`config.mk`:
```
export PLATFORM = sky130hd
export DESIGN_NAME = write_back
export DESIGN_NICKNAME = d
export VERILOG_FILES = /design/src/rtl/write_back_pkg.sv /design/src/rtl/write_back_regfile_write_port.sv /design/src/rtl/write_back.sv
export SDC_FILE = /design/constraint.sdc
export NUM_CORES = 2
export LEC_CHECK = 0
export CORE_AREA = 2 2 507 509
export CTS_CLUSTER_DIAMETER = 40
export DETAILED_ROUTE_END_ITERATION = 6
export DIE_AREA = 0 0 509 511
export SKIP_LAST_GASP = 1
export SLEW_MARGIN = 0
export SYNTH_ARGS = -nofsm -noshare
export SYNTH_HDL_FRONTEND = slang
export SYNTH_SLANG_ARGS = --single-unit
```
`constraint.sdc`:
```
create_clock -name clock -period 63.4 [get_ports clock]
set_input_delay 9.51 -clock clock [delete_from_list [all_inputs] [get_ports clock]]
set_output_delay 9.51 -clock clock [all_outputs]
set_load 0.05 [all_outputs]
```
`src/rtl/write_back_pkg.sv`:
```
`default_nettype none
// ============================================================================
// Module      : write_back_pkg
// Description : Shared pipeline types for the write-back stage: register
//               index/value/file types, Flags register bit positions and the
//               write-back FSM state encoding.
// Revision    : 1.0 - initial release
// ============================================================================
package write_back_pkg;

  typedef logic [4:0]           regind_t;
  typedef logic [31:0]          regval_t;
  typedef regval_t [31:0]       regfile_t;

  // Flags register layout: {carry, negative, overflow, zero} in [30:27]
  localparam int FLAG_CARRY_BIT    = 30;
  localparam int FLAG_NEGATIVE_BIT = 29;
  localparam int FLAG_OVERFLOW_BIT = 28;
  localparam int FLAG_ZERO_BIT     = 27;
  localparam int FLAGS_MSB         = FLAG_CARRY_BIT;
  localparam int FLAGS_LSB         = FLAG_ZERO_BIT;

  typedef enum logic [1:0] {
    WB_IDLE  = 2'd0,
    WB_STORE = 2'd1,
    WB_UPPER = 2'd2
  } wb_state_t;

endpackage
`default_nettype wire

```
`src/rtl/write_back_regfile_write_port.sv`:
```
`default_nettype none
// ============================================================================
// Module      : regfile_write_port
// Description : Combinational next-value computation for the register file.
//               Applies an optional flags merge into the Flags register and an
//               optional full-register write; the full write wins over the
//               flags merge, and the zero register is forced to 0.
// Ports       : regs_q    - current register file
//               wr_en     - full register write enable
//               wr_index  - register written
//               wr_value  - value written
//               flags_en  - merge flags into Flags[30:27]
//               flags     - {carry, negative, overflow, zero}
//               regs_d    - next register file
// Revision    : 1.0 - initial release
// ============================================================================
module regfile_write_port
  import write_back_pkg::*;
#(
  parameter int FLAGS_INDEX = 30,
  parameter int ZERO_INDEX  = 0
) (
  input  regfile_t   regs_q,
  input  logic       wr_en,
  input  regind_t    wr_index,
  input  regval_t    wr_value,
  input  logic       flags_en,
  input  logic [3:0] flags,
  output regfile_t   regs_d
);

  localparam regind_t FLAGS_IDX = regind_t'(FLAGS_INDEX);
  localparam regind_t ZERO_IDX  = regind_t'(ZERO_INDEX);

  always_comb begin
    regs_d = regs_q;
    // Flags merge first so that a write targeting the Flags register overrides it
    if (flags_en) begin
      regs_d[FLAGS_IDX][FLAGS_MSB:FLAGS_LSB] = flags;
    end
    if (wr_en) begin
      regs_d[wr_index] = wr_value;
    end
    regs_d[ZERO_IDX] = '0;
  end

endmodule
`default_nettype wire

```
`src/rtl/write_back.sv`:
```
`default_nettype none
// ============================================================================
// Module      : write_back
// Description : Pipeline write-back stage. Commits execute results to the
//               architectural register file, merges ALU flags into the Flags
//               register, performs two-cycle upper-result writes and issues
//               Avalon-style stores, stalling execute while busy.
// Ports       : clock/reset          - clock, async active-high reset
//               in_valid/in_hold     - execute handshake (hold = stall)
//               pc                   - instruction PC (trace only)
//               target_register, address_register, is_writing_memory, flags,
//               target_value, upper_value, adjustment_value,
//               has_upper_value, has_flushed - instruction fields
//               registers            - architectural register file
//               fb_valid/index/value - bypass of this cycle's register write
//               mem_write/address/writedata, mem_waitrequest - store port
//               retired_count        - completed instruction counter
// Revision    : 1.0 - initial release
// ============================================================================
module write_back
  import write_back_pkg::*;
#(
  parameter int FLAGS_INDEX = 30,
  parameter int ZERO_INDEX  = 0
) (
  input  logic        clock,
  input  logic        reset,
  input  logic        in_valid,
  output logic        in_hold,
  input  logic [31:0] pc,
  input  regind_t     target_register,
  input  regind_t     address_register,
  input  logic        is_writing_memory,
  input  logic [3:0]  flags,
  input  regval_t     target_value,
  input  regval_t     upper_value,
  input  regval_t     adjustment_value,
  input  logic        has_upper_value,
  input  logic        has_flushed,
  output regfile_t    registers,
  output logic        fb_valid,
  output regind_t     fb_index,
  output regval_t     fb_value,
  output logic        mem_write,
  output regval_t     mem_address,
  output regval_t     mem_writedata,
  input  logic        mem_waitrequest,
  output logic [31:0] retired_count
);

  localparam regind_t ZERO_IDX = regind_t'(ZERO_INDEX);

  wb_state_t   state_q, state_d;
  regfile_t    registers_q, registers_d;
  regval_t     mem_address_q, mem_address_d;
  regval_t     mem_writedata_q, mem_writedata_d;
  logic [31:0] retired_count_q, retired_count_d;

  logic        wr_en;
  regind_t     wr_index;
  regval_t     wr_value;
  logic        flags_en;

  // PC is carried for trace visibility only
  logic unused_pc;
  assign unused_pc = ^pc;

  always_comb begin
    state_d         = state_q;
    in_hold         = 1'b0;
    wr_en           = 1'b0;
    wr_index        = target_register;
    wr_value        = target_value;
    flags_en        = 1'b0;
    mem_address_d   = mem_address_q;
    mem_writedata_d = mem_writedata_q;
    retired_count_d = retired_count_q;

    case (state_q)
      WB_IDLE: begin
        if (in_valid && !has_flushed) begin
          if (is_writing_memory) begin
            mem_address_d   = registers_q[address_register] + adjustment_value;
            mem_writedata_d = target_value;
            in_hold         = 1'b1;
            state_d         = WB_STORE;
          end else begin
            wr_en    = 1'b1;
            flags_en = 1'b1;
            if (has_upper_value) begin
              // Execute holds the instruction so upper_value is still present next cycle
              in_hold = 1'b1;
              state_d = WB_UPPER;
            end else begin
              retired_count_d = retired_count_q + 32'd1;
            end
          end
        end
      end
      WB_STORE: begin
        if (mem_waitrequest) begin
          in_hold = 1'b1;
        end else begin
          retired_count_d = retired_count_q + 32'd1;
          state_d         = WB_IDLE;
        end
      end
      WB_UPPER: begin
        wr_en           = 1'b1;
        wr_index        = target_register + 5'd1;
        wr_value        = upper_value;
        retired_count_d = retired_count_q + 32'd1;
        state_d         = WB_IDLE;
      end
      default: begin
        state_d = WB_IDLE;
      end
    endcase
  end

  regfile_write_port #(
    .FLAGS_INDEX (FLAGS_INDEX),
    .ZERO_INDEX  (ZERO_INDEX)
  ) u_write_port (
    .regs_q   (registers_q),
    .wr_en    (wr_en),
    .wr_index (wr_index),
    .wr_value (wr_value),
    .flags_en (flags_en),
    .flags    (flags),
    .regs_d   (registers_d)
  );

  always_ff @(posedge clock or posedge reset) begin
    if (reset) begin
      state_q         <= WB_IDLE;
      registers_q     <= '0;
      mem_address_q   <= '0;
      mem_writedata_q <= '0;
      retired_count_q <= '0;
    end else begin
      state_q         <= state_d;
      registers_q     <= registers_d;
      mem_address_q   <= mem_address_d;
      mem_writedata_q <= mem_writedata_d;
      retired_count_q <= retired_count_d;
    end
  end

  // Decoded from the state register so a reset drops the request without a clock
  assign mem_write     = (state_q == WB_STORE);
  assign mem_address   = mem_address_q;
  assign mem_writedata = mem_writedata_q;
  assign registers     = registers_q;
  assign retired_count = retired_count_q;

  assign fb_valid = wr_en && (wr_index != ZERO_IDX);
  assign fb_index = wr_index;
  assign fb_value = wr_value;

endmodule
`default_nettype wire

```
==> results.toml <==
[die]
die_h_um = 511
start_util = 0.1927
die_area_um2 = 260100
core.rowCount = 186
core_um2 = 255300
pin_count = 1309
die_w_um = 509

[flow_run]
drv_cap = 0

[sta]
fin_tns_setup_ns = 0
setup-violations-final = 0
drv_slew = 0
fin_crit_sh = 0.3588
skew_ns = 0.09053
rsz0062_at_grt = "no"
tightest_slew_ns = 1.190
timing.fmax_mhz = 43.96
hold_viol_final = 0
worst_slack_ns = 40.65
slew_headroom = 0.2069
period_minus_slack_ns = 22.75

[cts]
clkTransAtPathRegs_ns = 0.05
post_cts_buffers = 0
clk_latency_ns = 0.86
root_buffer = "clkbuf_16"
cts_resized = 0
htreeDepth = 4
cts_buffer_depth = 3
cts_buffers = 205
cts_tree = "built"
cts.sinks = 1090
cts_hold_buf = 0

[power_and_ir_drop]
power_density_nw_per_um2 = 74.07
leakagePower_nw = 30.43
vdd_ir_drop_max_v = 0.00004961

[global_routing]
grt_max_degree = 170
gr-usage-all-layers = 0.2103
grt_pass1_wl_um = 375800
antenna_found_initial = 46
grt_pass1_vias = 42030
overflow = 0

[route]
routed_wl_um = 281400
wl_met1_um = 112700
drt_iter0_markers = 3826
via_count = 42750
wl_met3_um = 28260
routedWlPerCell_um = 30.63
firstDrtPassIters = 5
met2WireLength_um = 124000
highest_layer = "met5"
drtAntennaViolNets = 0
viasPerCell = 4.653
drc = 0

[layout]
layout_commonest_cell = "clkdlybuf4s50_1"
final_cell_mix = "clkdlybuf4s50_1 (1,239), dfrtp_1 (1,090), nor2_1 (764)"
final_nets = 5798
finish.utilization = 0.2859
syn_to_final_growth_pct = 48.32
design_area_um2 = 72990
drive_gt1_frac = 0.1641

[worst_setup_path]
path_buf_inv = 2
crit_slowest_cell = "xor2_1"
cp_top_family = "buffers and inverters"
path_common_cell = "clkdlybuf4s50_1"
worstPathArrival_ns = 13.24
setup.worst_path.start_class = "input pin"
required_ns = 53.89
endpoint_kind = "output pin"
crit_type = "input pin to output pin"
cp_max_fo = 7
cpPeakStageDelay_ns = 0.73
path_cells = "clkdlybuf4s50_1, ha_1, nand4_1, xor2_1, nand2_1, or3_1, a21oi_1, a31oi_1, clkdlybuf4s50_1"

[place]
place_area_um2 = 65540
place_ws_ns = 40.74
gp_congestion = 0.8925
dp_hpwl_um = 212600
numPortBuffers = 1244

[yosys]
async_reset_ff_frac = 1.000
syn_area_um2 = 49210
synth_cell_types = 70
synth_fa_ha_area_frac = 0.009561
yosys-mux-area-fraction = 0.1606
syn_area_per_cell_um2 = 11.06
synth-edff-count = 0
netlist_instances = 4451
synth_top_family_by_area = "multiplexers"
ys_seq_area_frac = 0.5543
synth_ff_type = "dfrtp_1"
synth_compound_area_frac = 0.1253
yosysWarnings = 0
synth-simple-area-share = 0.09678
synthXorXnorAreaFrac = 0.01187
ys_ff_latch = 1090

[min_path]
worst_hold_path_type = "register to register"

[run_status]
status = "completed"
==> area by class of cell <==
cell class	instances	area, um^2
Inverter	56	217.7
Tap cell	3384	4234
Sequential cell	1090	27280
Multi-Input combinational cell	2920	20600
Timing Repair Buffer	1339	13210
Antenna cell	13	32.53
Clock buffer	235	5423
Fill cell	25960	182300
Clock inverter	150	1994
==> per-layer routing <==
metal,vias up,global-route usage
li1,17950,-
met4,6,0.1047
met2,2509,0.3203
met5,-,0
met3,572,0.06975
met1,21710,0.2651
==> path summary, 6_finish.rpt <==
kind                                    start           endpoint  slack, ns  cells after the start
hold reg to reg               mem_address[14]    mem_address[14]       0.48                      2
setup / recovery           target_register[0]           fb_valid      40.65                      9
setup reg to reg              registers[1014]    mem_address[31]      58.64                     13
hold / removal                mem_address[14]    mem_address[14]       0.48                      2
max in group asynchronous               reset     registers[613]      50.02                      6
min in group asynchronous               reset  retired_count[18]       9.23                      2
==> worst min-delay path: stages, from the launching register on <==
cell	delay, ns
dfrtp_1	0.34
nand2_1	0.04
o21ai_0	0.06
==> stage by stage <==
step	hold WS [ns]	std cells	power [mW]
floorplan	0.5757	4482	2.968
global placement	0.4620	8789	4.217
detailed placement	0.4711	8789	4.252
CTS	0.4821	9174	5.430
global route	0.5058	9178	5.598
finish	0.4773	9187	5.406
==> cell usage after synthesis (7+ instances only) <==
cell type / instances / area (um^2)
a211oi_1: 8 / 60.06
mux2_2: 98 / 1104
buf_4: 38 / 285.3
buf_1: 16 / 60.06
buf_2: 71 / 355.3
inv_1: 52 / 195.2
a21oi_1: 763 / 3819
xor2_1: 30 / 262.8
xnor2_1: 33 / 289.0
dfrtp_1: 1090 / 27280
a31oi_1: 8 / 50.05
nor2b_1: 7 / 43.79
and3_1: 7 / 43.79
nor2_2: 19 / 118.9
mux4_2: 286 / 6441
a21o_1: 20 / 150.1
a22o_1: 32 / 280.3
nand2_1: 350 / 1314
nor2_1: 765 / 2872
clkbuf_1: 286 / 1074
o21ai_1: 50 / 250.2
o21ai_0: 251 / 1256
nand4_1: 9 / 56.30
mux2i_1: 36 / 360.4
nand3_1: 14 / 70.07
ha_1: 36 / 450.4
==> kinds of logic (layout without fill, tap and decap cells) <==
group / after synthesis / count (layout)
adders and majority gates: 37 / 37
xor gates and xnor gates: 65 / 65
other: 1 / 45
buffers and inverters: 472 / 1780
DFF: 1090 / 1090
AOI/OAI and AO/OA: 1162 / 1162
muxes: 420 / 420
and+or+nand+nor: 1204 / 1204
==> flip-flops by register name, summed over array words and instances, names as in the netlist <==
register,flops
registers,992
mem_address,32
mem_writedata,32
retired_count,32
state_q,2
==> power by group <==
part / internal [mW] / switching (mW)
combinational: 0.900 / 2.01
clock: 0.726 / 0.430
sequential: 1.02 / 0.323
total: 2.64 / 2.76
No activity file was read; power rests on OpenSTA's default activity.
